**config.mk**
```make
export PLATFORM = sky130hd
export DESIGN_NAME = axis_rr_arbiter
export DESIGN_NICKNAME = d
export VERILOG_FILES = /design/src/rtl/axis_rr_arbiter.sv
export SDC_FILE = /design/constraint.sdc
export NUM_CORES = 1
export LEC_CHECK = 0
export ABC_AREA = 1
export BUFFER_PORTS_ARGS = -buffer_cell sky130_fd_sc_hd__buf_2
export CAP_MARGIN = 20
export CORE_AREA = 5 5 147 149
export CTS_CLUSTER_SIZE = 24
export DETAILED_ROUTE_END_ITERATION = 7
export DIE_AREA = 0 0 152 154
export PLACE_DENSITY = 0.56
export SYNTH_ARGS = -nofsm -noshare
export SYNTH_HDL_FRONTEND = slang
export SYNTH_SLANG_ARGS = --single-unit
```
**constraint.sdc**
```tcl
create_clock -name clk -period 2.2 [get_ports clk]
set_clock_uncertainty 0.1 [all_clocks]
set_input_delay 0.11 -clock clk [delete_from_list [all_inputs] [get_ports clk]]
set_output_delay 0.11 -clock clk [all_outputs]
set_load 0.03 [all_outputs]
```
**src/rtl/axis_rr_arbiter.sv**
```systemverilog
// -----------------------------------------------------------------------------
// axis_rr_arbiter
// Packet-level round-robin arbiter that lets N AXI4-Stream producers share one
// consumer. A grant is locked from the first beat of a packet through its tlast
// beat. The selected beat passes through a single output register and is
// tagged with its source index on m_axis_tid.
//
// Ports:
//   clk, rstn                 clock (rising edge) and synchronous active-low reset
//   s_axis_t*                 N packed input streams; stream i at [i*W +: W]
//   s_axis_tready             per-stream ready; only the granted stream is ever ready
//   m_axis_t*                 registered output stream, tid = source index
//   grant_valid               high while a packet is locked
//   grant_idx                 index of the locked stream, held after the packet ends
// -----------------------------------------------------------------------------
module axis_rr_arbiter #(
  parameter int N          = 4,
  parameter int DATA_WIDTH = 64,
  parameter int KEEP_WIDTH = (DATA_WIDTH + 7) / 8,
  parameter int USER_WIDTH = 1,
  parameter int ID_WIDTH   = $clog2(N)
) (
  input  logic                       clk,
  input  logic                       rstn,
  input  logic [N*DATA_WIDTH-1:0]    s_axis_tdata,
  input  logic [N*KEEP_WIDTH-1:0]    s_axis_tkeep,
  input  logic [N-1:0]               s_axis_tvalid,
  output logic [N-1:0]               s_axis_tready,
  input  logic [N-1:0]               s_axis_tlast,
  input  logic [N*USER_WIDTH-1:0]    s_axis_tuser,
  output logic [DATA_WIDTH-1:0]      m_axis_tdata,
  output logic [KEEP_WIDTH-1:0]      m_axis_tkeep,
  output logic                       m_axis_tvalid,
  input  logic                       m_axis_tready,
  output logic                       m_axis_tlast,
  output logic [ID_WIDTH-1:0]        m_axis_tid,
  output logic [USER_WIDTH-1:0]      m_axis_tuser,
  output logic                       grant_valid,
  output logic [ID_WIDTH-1:0]        grant_idx
);

  typedef enum logic [0:0] {
    ST_IDLE = 1'b0,
    ST_BUSY = 1'b1
  } state_t;

  state_t                  state_r;
  state_t                  state_nxt_s;
  logic [ID_WIDTH-1:0]     rr_ptr_r;
  logic [ID_WIDTH-1:0]     rr_ptr_nxt_s;
  logic [ID_WIDTH-1:0]     grant_idx_r;
  logic [ID_WIDTH-1:0]     grant_idx_nxt_s;
  logic                    grant_valid_r;
  logic                    grant_valid_nxt_s;

  logic                    pick_found_s;
  logic [ID_WIDTH-1:0]     pick_idx_s;
  logic [ID_WIDTH:0]       cand_s;

  logic [DATA_WIDTH-1:0]   sel_data_s;
  logic [KEEP_WIDTH-1:0]   sel_keep_s;
  logic                    sel_valid_s;
  logic                    sel_last_s;
  logic [USER_WIDTH-1:0]   sel_user_s;

  logic                    out_free_s;
  logic                    beat_acc_s;

  logic [DATA_WIDTH-1:0]   m_tdata_r;
  logic [KEEP_WIDTH-1:0]   m_tkeep_r;
  logic                    m_tvalid_r;
  logic                    m_tlast_r;
  logic [ID_WIDTH-1:0]     m_tid_r;
  logic [USER_WIDTH-1:0]   m_tuser_r;

  // Round-robin scan: first valid requester at rr_ptr, rr_ptr+1, ... with wrap.
  always_comb begin
    pick_found_s = 1'b0;
    pick_idx_s   = '0;
    cand_s       = '0;
    for (int k = 0; k < N; k++) begin
      cand_s = {1'b0, rr_ptr_r} + (ID_WIDTH+1)'(k);
      if (cand_s >= (ID_WIDTH+1)'(N)) begin
        cand_s = cand_s - (ID_WIDTH+1)'(N);
      end else begin
        cand_s = cand_s;
      end
      if (!pick_found_s && s_axis_tvalid[cand_s[ID_WIDTH-1:0]]) begin
        pick_found_s = 1'b1;
        pick_idx_s   = cand_s[ID_WIDTH-1:0];
      end else begin
        pick_found_s = pick_found_s;
      end
    end
  end

  // Select the locked stream's fields.
  always_comb begin
    sel_data_s  = s_axis_tdata[int'(grant_idx_r)*DATA_WIDTH +: DATA_WIDTH];
    sel_keep_s  = s_axis_tkeep[int'(grant_idx_r)*KEEP_WIDTH +: KEEP_WIDTH];
    sel_user_s  = s_axis_tuser[int'(grant_idx_r)*USER_WIDTH +: USER_WIDTH];
    sel_valid_s = s_axis_tvalid[grant_idx_r];
    sel_last_s  = s_axis_tlast[grant_idx_r];
  end

  // The output register can take a beat when empty or when it drains this cycle.
  assign out_free_s = !m_tvalid_r || m_axis_tready;
  assign beat_acc_s = (state_r == ST_BUSY) && sel_valid_s && out_free_s;

  // Ready goes only to the locked stream, and only while the output can accept.
  always_comb begin
    s_axis_tready = '0;
    if (state_r == ST_BUSY) begin
      s_axis_tready[grant_idx_r] = out_free_s;
    end else begin
      s_axis_tready = '0;
    end
  end

  // Next-state logic: arbitrate in IDLE, release the lock on an accepted tlast.
  always_comb begin
    state_nxt_s       = state_r;
    rr_ptr_nxt_s      = rr_ptr_r;
    grant_idx_nxt_s   = grant_idx_r;
    grant_valid_nxt_s = grant_valid_r;
    case (state_r)
      ST_IDLE: begin
        if (pick_found_s) begin
          state_nxt_s       = ST_BUSY;
          grant_idx_nxt_s   = pick_idx_s;
          grant_valid_nxt_s = 1'b1;
        end else begin
          grant_valid_nxt_s = 1'b0;
        end
      end
      ST_BUSY: begin
        if (beat_acc_s && sel_last_s) begin
          state_nxt_s       = ST_IDLE;
          grant_valid_nxt_s = 1'b0;
          // The stream after the one just served gets first look next time.
          if (grant_idx_r == ID_WIDTH'(N - 1)) begin
            rr_ptr_nxt_s = '0;
          end else begin
            rr_ptr_nxt_s = grant_idx_r + ID_WIDTH'(1);
          end
        end else begin
          grant_valid_nxt_s = 1'b1;
        end
      end
      default: begin
        state_nxt_s       = ST_IDLE;
        grant_valid_nxt_s = 1'b0;
      end
    endcase
  end

  // Arbitration state registers.
  always_ff @(posedge clk) begin
    if (!rstn) begin
      state_r       <= ST_IDLE;
      rr_ptr_r      <= '0;
      grant_idx_r   <= '0;
      grant_valid_r <= 1'b0;
    end else begin
      state_r       <= state_nxt_s;
      rr_ptr_r      <= rr_ptr_nxt_s;
      grant_idx_r   <= grant_idx_nxt_s;
      grant_valid_r <= grant_valid_nxt_s;
    end
  end

  // Output stage: load on accept, empty on drain, hold stable while stalled.
  always_ff @(posedge clk) begin
    if (!rstn) begin
      m_tdata_r  <= '0;
      m_tkeep_r  <= '0;
      m_tvalid_r <= 1'b0;
      m_tlast_r  <= 1'b0;
      m_tid_r    <= '0;
      m_tuser_r  <= '0;
    end else if (beat_acc_s) begin
      m_tdata_r  <= sel_data_s;
      m_tkeep_r  <= sel_keep_s;
      m_tvalid_r <= 1'b1;
      m_tlast_r  <= sel_last_s;
      m_tid_r    <= grant_idx_r;
      m_tuser_r  <= sel_user_s;
    end else if (m_axis_tready) begin
      m_tvalid_r <= 1'b0;
    end else begin
      m_tvalid_r <= m_tvalid_r;
    end
  end

  assign m_axis_tdata  = m_tdata_r;
  assign m_axis_tkeep  = m_tkeep_r;
  assign m_axis_tvalid = m_tvalid_r;
  assign m_axis_tlast  = m_tlast_r;
  assign m_axis_tid    = m_tid_r;
  assign m_axis_tuser  = m_tuser_r;
  assign grant_valid   = grant_valid_r;
  assign grant_idx     = grant_idx_r;

endmodule

```
==> summary.json <==
{
  "outcome": "finished, final reports clean",
  "postCtsHoldBufs": 0,
  "syn_inst": 859,
  "buffer_ports.inserted": 386,
  "cp-end-kind": "output pin",
  "antenna_found_initial": 4,
  "fraction_of_layout_instances_using_a_drive_strength_above_1_pct": 35.4,
  "timing.rr.end": "m_axis_tdata[4]$_SDFFE_PN0P_",
  "synth.cell_area_mm2": 0.00522,
  "layoutNonFillerInstCount": 1475,
  "clock_insertion_delay_worst_skew_ns": 0.33,
  "timing.critical_path.arrival_ns": 1.85,
  "cts_buffers": 9,
  "dpl.cell_count": 1459,
  "die_span_in_x_um": 152,
  "report.final.hold_viol_count": 0,
  "yosysWarningCount": 0,
  "slew_headroom_pct": 66.9,
  "final_net_count": 1507,
  "timing.hold.worst.class": "in -> reg",
  "firstDrtPassIters": 5,
  "finalSetupViolCount": 0,
  "leading_cell_type_in_the_layout_fill_and_taps_excluded": "sky130_fd_sc_hd__buf_2",
  "clockBufferDepth": 2,
  "synth.lib_cells_used.distinct": 20,
  "route.antenna.remaining_nets": 0,
  "post_drt_via_cell_ratio": 4.82,
  "setup.worst_path.class": "reg -> out",
  "yosys_register_bits": 82,
  "setup_tns_ns": 0,
  "r2r_cells": 8,
  "drtIter0Drc": 317,
  "post_cts_resized": 0,
  "cp-endpoint": "s_axis_tready[0]",
  "core_mm2": 0.0200,
  "r2r_slack_ns": 0.32,
  "holdPathStages": 4,
  "clock_tree.htree_level_count": 3,
  "timing_max_transition_violations_final": 0,
  "drt_drc_violations_left": 0,
  "pwr_density_cell_mw_per_mm2": 1140,
  "die_area_mm2": 0.0234,
  "antenna_cells_inserted": 0,
  "synth.avg_cell_area_um2": 6.08,
  "post_cts.repair.setup_buffers": 0,
  "fp.dieH_um": 154,
  "drt_wl_total_um": 23200,
  "route.detailed.wl_per_inst_um": 15.7,
  "critical_path_required_ns": 1.99,
  "worstPathMaxFanout": 45,
  "num_vias": 7113,
  "initial_utilization_pct": 26.1,
  "placementRows": 52,
  "ctsRootBufferMaster": "sky130_fd_sc_hd__clkbuf_16",
  "grt_use_total_pct": 18.5,
  "crit_path_start_kind": "flop",
  "area_growth_pct": 45.8,
  "clkSlewWorstSetupHoldPaths_ns": 0.06,
  "timing.final.crit_period_ns": 2.06,
  "startpoint": "grant_idx[1]$_SDFFE_PN0P_",
  "ios": 387,
  "setup_repair_after_global_routing_missed_its_margin": "no",
  "grt_pass1_wl_um": 35500,
  "finalWeightedCongestion": 0.882,
  "design_power_total_mw": 8.65,
  "layout_worst_path_cycle_share_pct": 93.4,
  "grt_start_max_net_pins": 66,
  "max_freq_mhz": 487,
  "synth.yosys.seq_area_share_pct": 31.4,
  "syn-num-nets": 1166,
  "grt_overflow": 0,
  "reg2reg_from": "grant_idx[1]$_SDFFE_PN0P_",
  "vdd_drop_max_v": 0.000444,
  "worstMarginPinSlew_ns": 0.494,
  "final_cell_mix": "sky130_fd_sc_hd__buf_2 (386), sky130_fd_sc_hd__nor2_1 (284), sky130_fd_sc_hd__o21ai_0 (191)",
  "tritoncts": "done",
  "max_cap_viol_count": 0,
  "total_leakage_power_nw": 3.74,
  "clock_sinks": 82,
  "grt_pass1_vias": 6828,
  "dpl.hpwl_um": 18000
}
[worst min-delay path by stage]
stage                                            start  slack, ns                      endpoint
after floorplan                                   rstn       0.20  m_axis_tkeep[0]$_SDFFE_PN0P_
after global placement       m_axis_tuser$_SDFFE_PN0P_       0.35     m_axis_tuser$_SDFFE_PN0P_
after detailed placement  m_axis_tdata[3]$_SDFFE_PN0P_       0.36  m_axis_tdata[3]$_SDFFE_PN0P_
after CTS                                m_axis_tready       0.03    m_axis_tvalid$_SDFFE_PN0P_
after global routing                     m_axis_tready       0.06    m_axis_tvalid$_SDFFE_PN0P_
final                                    m_axis_tready       0.04    m_axis_tvalid$_SDFFE_PN0P_
[synthesized netlist by cell type]
cell type / number / area, µm²
sky130_fd_sc_hd__inv_2: 2 / 7.51
sky130_fd_sc_hd__buf_1: 1 / 3.75
sky130_fd_sc_hd__o211ai_2: 1 / 12.5
sky130_fd_sc_hd__buf_4: 11 / 82.6
sky130_fd_sc_hd__o22ai_1: 73 / 457
sky130_fd_sc_hd__inv_1: 16 / 60.1
sky130_fd_sc_hd__o21ai_1: 22 / 110
sky130_fd_sc_hd__clkinv_1: 1 / 3.75
sky130_fd_sc_hd__o21ai_0: 191 / 956
sky130_fd_sc_hd__nand2_2: 1 / 6.26
sky130_fd_sc_hd__nor2_1: 284 / 1070
sky130_fd_sc_hd__a21oi_1: 22 / 110
sky130_fd_sc_hd__clkbuf_1: 39 / 146
sky130_fd_sc_hd__dfxtp_1: 82 / 1640
sky130_fd_sc_hd__nor3_1: 1 / 5.00
sky130_fd_sc_hd__nand3_1: 11 / 55.1
sky130_fd_sc_hd__nand2_1: 74 / 278
sky130_fd_sc_hd__buf_6: 9 / 101
sky130_fd_sc_hd__buf_2: 14 / 70.1
sky130_fd_sc_hd__ha_1: 4 / 50.1
[flip-flops by register name (all words and copies together) (netlist names)]
signal / cells
grant_idx: 2
grant_valid: 1
m_axis_tdata: 64
m_axis_tid: 2
m_axis_tkeep: 8
m_axis_tlast: 1
m_axis_tuser: 1
m_axis_tvalid: 1
rr_ptr_r: 2
[metrics by stage]
step / utilization, % / cell area (µm²) / setup slack [ns] / hold WS (ns)
after floorplan: - / 5220 / 0.292 / 0.200
after global placement: 36.3 / 7280 / 0.391 / 0.349
after detailed placement: 36.3 / 7280 / 0.336 / 0.356
after CTS: 38.0 / 7610 / 0.0634 / 0.0252
after global routing: 38.0 / 7610 / 0.00957 / 0.0583
final: 38.0 / 7610 / 0.145 / 0.0447
[report_power, final]
| part | total [mW] | internal (mW) | leakage (nW) | switching [mW] |
|---|---|---|---|---|
| sequential | 2.11 | 1.88 | 0.674 | 0.225 |
| clock | 1.64 | 1.03 | 0.159 | 0.617 |
| combinational | 4.90 | 1.58 | 2.91 | 3.31 |
[per-layer routing]
metal  track usage [%]  share of wire [%]  vias to the layer above
li1                  -                  -                     3576
met1              21.8                 41                     3156
met2              31.2                 48                      317
met3              5.85                7.7                       56
met4              7.19                3.3                        8
met5                 0               0.18                        -
[critical path, stage by stage, from the launching register on]
cell,delay [ns]
sky130_fd_sc_hd__dfxtp_2,0.34
sky130_fd_sc_hd__inv_2,0.33
sky130_fd_sc_hd__buf_12,0.28
sky130_fd_sc_hd__ha_1,0.19
sky130_fd_sc_hd__nand2_1,0.05
sky130_fd_sc_hd__nor2_1,0.09
sky130_fd_sc_hd__buf_2,0.21
[final cells by class]
cell class	count	area, µm²
Clock buffer	10	239
Clock inverter	6	90.1
Multi-Input combinational cell	684	3110
Tap cell	270	338
Timing Repair Buffer	404	2120
Inverter	19	73.8
Sequential cell	82	1650
Fill cell	2267	12400
[kinds of logic after synthesis]
family | synth area share (%)
buffers and inverters | 9.10
DFF | 31.4
AOI/OAI and AO/OA | 31.5
and+or+nand+nor | 27.0
adders and majority gates | 0.958
(Power assumes the default switching activity.)
